**config.mk**
```make
export PLATFORM = sky130hd
export DESIGN_NAME = iob_demux_router
export DESIGN_NICKNAME = d
export VERILOG_FILES = /design/src/rtl/iob_demux_router.sv
export SDC_FILE = /design/constraint.sdc
export NUM_CORES = 1
export LEC_CHECK = 0
export CAP_MARGIN = 10
export CORE_ASPECT_RATIO = 0.5
export CORE_MARGIN = 5
export CORE_UTILIZATION = 44
export DETAILED_ROUTE_END_ITERATION = 10
export GPL_ROUTABILITY_DRIVEN = 0
export PLACE_DENSITY = 0.85
export SYNTH_ARGS = -nofsm -noshare
export SYNTH_HDL_FRONTEND = slang
export SYNTH_SLANG_ARGS = --single-unit
```
**constraint.sdc**
```tcl
create_clock -name clk_i -period 4.8 [get_ports clk_i]
set_input_delay 1.44 -clock clk_i [delete_from_list [all_inputs] [get_ports clk_i]]
set_output_delay 1.44 -clock clk_i [all_outputs]
set_load 0.1 [all_outputs]
```
**src/rtl/iob_demux_router.sv**
```systemverilog
// rtl/iob_demux_router.sv - header-routed packet demux front end with one registered output word
module iob_demux_router #(
    parameter int DATA_W = 32,
    parameter int N      = 4,
    parameter int SEL_W  = $clog2(N)
) (
    input  logic              clk_i,
    input  logic              rst_i,
    input  logic              s_valid_i,
    input  logic [DATA_W-1:0] s_data_i,
    input  logic              s_last_i,
    output logic              s_ready_o,
    output logic [SEL_W-1:0]  sel_o,
    output logic [DATA_W-1:0] data_o,
    output logic [N-1:0]      m_valid_o,
    input  logic [N-1:0]      m_ready_i,
    output logic              m_last_o,
    output logic              err_o,
    output logic [15:0]       pkt_cnt_o,
    output logic [15:0]       drop_cnt_o
);

    typedef enum logic [1:0] {
        IDLE    = 2'd0,
        PAYLOAD = 2'd1,
        DROP    = 2'd2
    } state_t;

    state_t           state;
    state_t           state_nxt;
    logic             out_valid;
    logic             out_empty;
    logic             s_acc;
    logic             hdr_legal;
    logic [SEL_W-1:0] dest;

    assign dest      = s_data_i[SEL_W-1:0];
    // Extra MSB keeps the compare meaningful when N is a power of two.
    assign hdr_legal = ({1'b0, dest} < (SEL_W + 1)'(N));

    // The output slot is free if empty or its word leaves on this edge.
    assign out_empty = !out_valid || m_ready_i[sel_o];
    assign s_ready_o = !rst_i && ((state == DROP) || out_empty);
    assign s_acc     = s_valid_i && s_ready_o;
    assign m_valid_o = out_valid ? ({{(N-1){1'b0}}, 1'b1} << sel_o) : '0;

    always_comb begin
        state_nxt = state;
        case (state)
            IDLE: begin
                if (s_acc && !s_last_i) begin
                    state_nxt = hdr_legal ? PAYLOAD : DROP;
                end
            end
            PAYLOAD, DROP: begin
                if (s_acc && s_last_i) begin
                    state_nxt = IDLE;
                end
            end
            default: state_nxt = IDLE;
        endcase
    end

    always_ff @(posedge clk_i) begin
        if (rst_i) begin
            state <= IDLE;
        end else begin
            state <= state_nxt;
        end
    end

    always_ff @(posedge clk_i) begin
        if (rst_i) begin
            sel_o      <= '0;
            data_o     <= '0;
            m_last_o   <= 1'b0;
            out_valid  <= 1'b0;
            err_o      <= 1'b0;
            pkt_cnt_o  <= 16'd0;
            drop_cnt_o <= 16'd0;
        end else begin
            err_o <= 1'b0;
            if (out_valid && m_ready_i[sel_o]) begin
                out_valid <= 1'b0;
            end
            if (s_acc) begin
                case (state)
                    IDLE: begin
                        // Header words only steer; they never reach data_o.
                        if (hdr_legal) begin
                            sel_o     <= dest;
                            pkt_cnt_o <= pkt_cnt_o + 16'd1;
                        end else begin
                            err_o      <= 1'b1;
                            drop_cnt_o <= drop_cnt_o + 16'd1;
                        end
                    end
                    PAYLOAD: begin
                        data_o    <= s_data_i;
                        m_last_o  <= s_last_i;
                        out_valid <= 1'b1;
                    end
                    default: begin
                    end
                endcase
            end
        end
    end

endmodule

```
==> results.json <==
{
  "outcome": "completed",
  "dr.first_iter.drc_count": 45,
  "grt-ovfl-total": 0,
  "peakVddDrop_v": 0.0001918,
  "antenna_found_initial": 0,
  "yosys.area_share.simple_pct": 17.54,
  "finalSetupTns_ns": 0,
  "fin_crit_sh_pct": 88.44,
  "cts.sink_count": 53,
  "synth_cell_type_count": 35,
  "n_antenna_cell": 0,
  "yosysSeqAreaShare_pct": 45.49,
  "min_from": "data_o[20]",
  "required_ns": 3.36,
  "met3_length_um": 272,
  "cts_buffer_depth": 2,
  "die_x_um": 113.0,
  "synth.area.mux_share_pct": 15.61,
  "critPathTopFamily": "buffers and inverters",
  "postSynthAreaPerCell_sq_um": 9.637,
  "coreArea_sq_mm": 0.005022,
  "ys_top_cells_by_area": "dfxtp_1 (45%), mux2i_1 (15%), buf_4 (6.4%)",
  "place_area_sq_mm": 0.003268,
  "rsz0062_at_grt": "no",
  "yosys.area_share.adder_pct": 0.5365,
  "critPathSlowestCell": "mux2i_1",
  "maxSlewHeadroom_pct": 32.48,
  "power_per_cell_area_mw_per_mm2": 277.2,
  "holdCritPathClass": "flop to flop",
  "htreeDepth": 2,
  "switching_share_pct": 33.20,
  "worst_ep_arrival_time_ns": 2.80,
  "synth_ff_type": "dfxtp_1",
  "insertion_delay_ns": 0.30,
  "fin_util_pct": 66.99,
  "clk_pin_slew_ns": 0.09,
  "critPathLaunch": "m_ready_i[1]",
  "clockPowerShare_pct": 28.2,
  "std_cell_rows": 18,
  "synth_common_cells": "dfxtp_1 (53), mux2i_1 (35), nor2_1 (35), buf_4 (20), a21oi_1 (18)",
  "highest_layer": "met4",
  "power.net_switching_uw": 309.7,
  "ioPinCount": 113,
  "vias": 2064,
  "synth_top_family_by_area": "simple AND/OR/NAND/NOR gates",
  "routedWlPerCell_um": 15.19,
  "drt-met1-wl_um": 2509,
  "syn_inst": 242,
  "setup_viol": 0,
  "fmax_mhz": 235.6,
  "worst-path-buf-inv": 2,
  "drv_cap": 0,
  "synth_area_sq_mm": 0.002332,
  "ctsHoldBuffers": 0,
  "synth_edf_count": 0,
  "portBuffers": 95,
  "grt_start_max_net_pins": 31,
  "post_cts_buffers": 0,
  "setup.worst_path.class": "input port to output pin",
  "numCtsBuffers": 5,
  "start_kind": "input port",
  "path_max_fanout": 4,
  "final_layout_size_suffix_gt1_share_pct": 5.090,
  "synth_xor_area_share_pct": 0.3755,
  "slew_viol_final": 0,
  "p_comb_share_pct": 22.9,
  "design_area_sq_mm": 0.003364,
  "dieArea_sq_mm": 0.006945,
  "grt_pass1_vias": 1964,
  "p_leak_uw": 0.001155,
  "hold_viol_final": 0,
  "area_growth_pct": 44.26,
  "die-height_um": 61.48,
  "fin_crit_ns": 4.245,
  "synth_compound_area_share_pct": 11.86,
  "first_pass_iters": 4,
  "start_util_pct": 46.44,
  "ys_warn_count": 0,
  "cts_resized": 0,
  "synth_top_area_cell": "dfxtp_1",
  "dpl.hpwl_um": 4617,
  "cts_tree": "built",
  "skew_ns": 0.005594,
  "async_reset_ff_share_pct": 0,
  "end_kind": "output pin",
  "power.internal_uw": 622.9,
  "synth_top_area_share_pct": 45.49,
  "p_seq_share_pct": 48.8,
  "worst_path_largest_cell_delay_ns": 0.47,
  "cts-root-buf": "clkbuf_8",
  "r2r-start": "sel_o[0]",
  "vias_per_cell": 5.109,
  "path_cells": "clkdlybuf4s50_1, mux2i_1, a22o_1, nor2_2, buf_12",
  "grt_pass1_wl_um": 9273,
  "yosysMostFrequentCell": "dfxtp_1",
  "routed-wl-met2_um": 3254,
  "routed_wl_um": 6135,
  "track_usage_pct": 16.69,
  "ant_nets": 0,
  "ys_seq_elements": 53,
  "drc": 0,
  "tightest_slew_ns": 1.010,
  "num-nets-final": 374
}
==> worst register-to-register path, cell delays in order, from the launching register on <==
cell and delay (ns):
dfxtp_1 0.53, mux2i_1 0.27, a221oi_4 0.42, buf_4 0.51
mux2i_1 0.28, nor2_1 0.05
==> cell type report <==
class                      count  area, sq um
timing repair buffer          98        978.4
inverter                       1        3.754
fill                         407         1658
sequential                    53         1061
clock inverter                 2        13.76
tap                           70        87.58
multi-input combinational    174         1137
clock buffer                   6        82.58
==> per-stage QoR <==
step	setup slack [ns]	instances	hold slack, ns	power (uW)
after CTS	0.5512	404	0.4962	936.6
after detailed placement	0.5507	396	0.4787	679.1
after floorplan	0.3767	258	0.5125	631.7
final	0.5550	404	0.5030	932.6
after global routing	0.4563	404	0.5250	967.5
after global placement	0.5987	396	0.4670	676.1
==> layer usage <==
layer | track usage, % | up-vias
met2 | 32.74 | 53
li1 | - | 1014
met3 | 3.925 | 8
met1 | 18.40 | 989
met5 | 0 | -
met4 | 5.651 | 0
==> state kept, by name, summed over array words and instances, names as in the netlist <==
signal and cells:
m_last_o 1, sel_o 2, out_valid 1, pkt_cnt_o 16, state 1, data_o 32
==> worst paths after layout <==
| path | slack, ns | end | cells past startpoint |
|---|---|---|---|
| worst max-delay path | 0.56 | s_ready_o | 5 |
| worst min-delay path | 0.50 | data_o[20] | 2 |
| worst max register to register | 2.63 | data_o[23] | 5 |
| worst min register to register | 0.50 | data_o[20] | 2 |
==> cells in the final DEF (no fill, tap or decap), drive strengths merged, types with 2 or more instances in the layout <==
cell type      netlist  final
nor2b                3      3
dfxtp               53     53
nor2                35     35
clkbuf               8      6
and3                 3      3
buf                 22      5
o21ai                5      5
or4                 10     10
clkinv               0      2
a221oi               2      2
nand3                8      8
o31ai               10     10
nand2                8      8
mux2i               36     36
and4                 2      2
or3                  2      2
nand4                2      2
clkdlybuf4s50        0     93
conb                 1     17
a21oi               18     18
and2                 2      2
==> cell families after synthesis <==
family,after synthesis
AOI/OAI and AO/OA,39
and+or+nand+nor,80
buffers and inverters,31
adders and majority gates,1
other,1
DFF,53
muxes,36
xor gates and xnor gates,1
==> power by group through the flow <==
stage	sequential (uW)	combinational (uW)	clock, uW
after floorplan	522	109	0
after global placement	465	211	0
after detailed placement	465	214	0
after CTS	455	214	267
after global routing	457	221	290
final	455	214	263
Note: power is estimated with default switching activity, not from simulation.
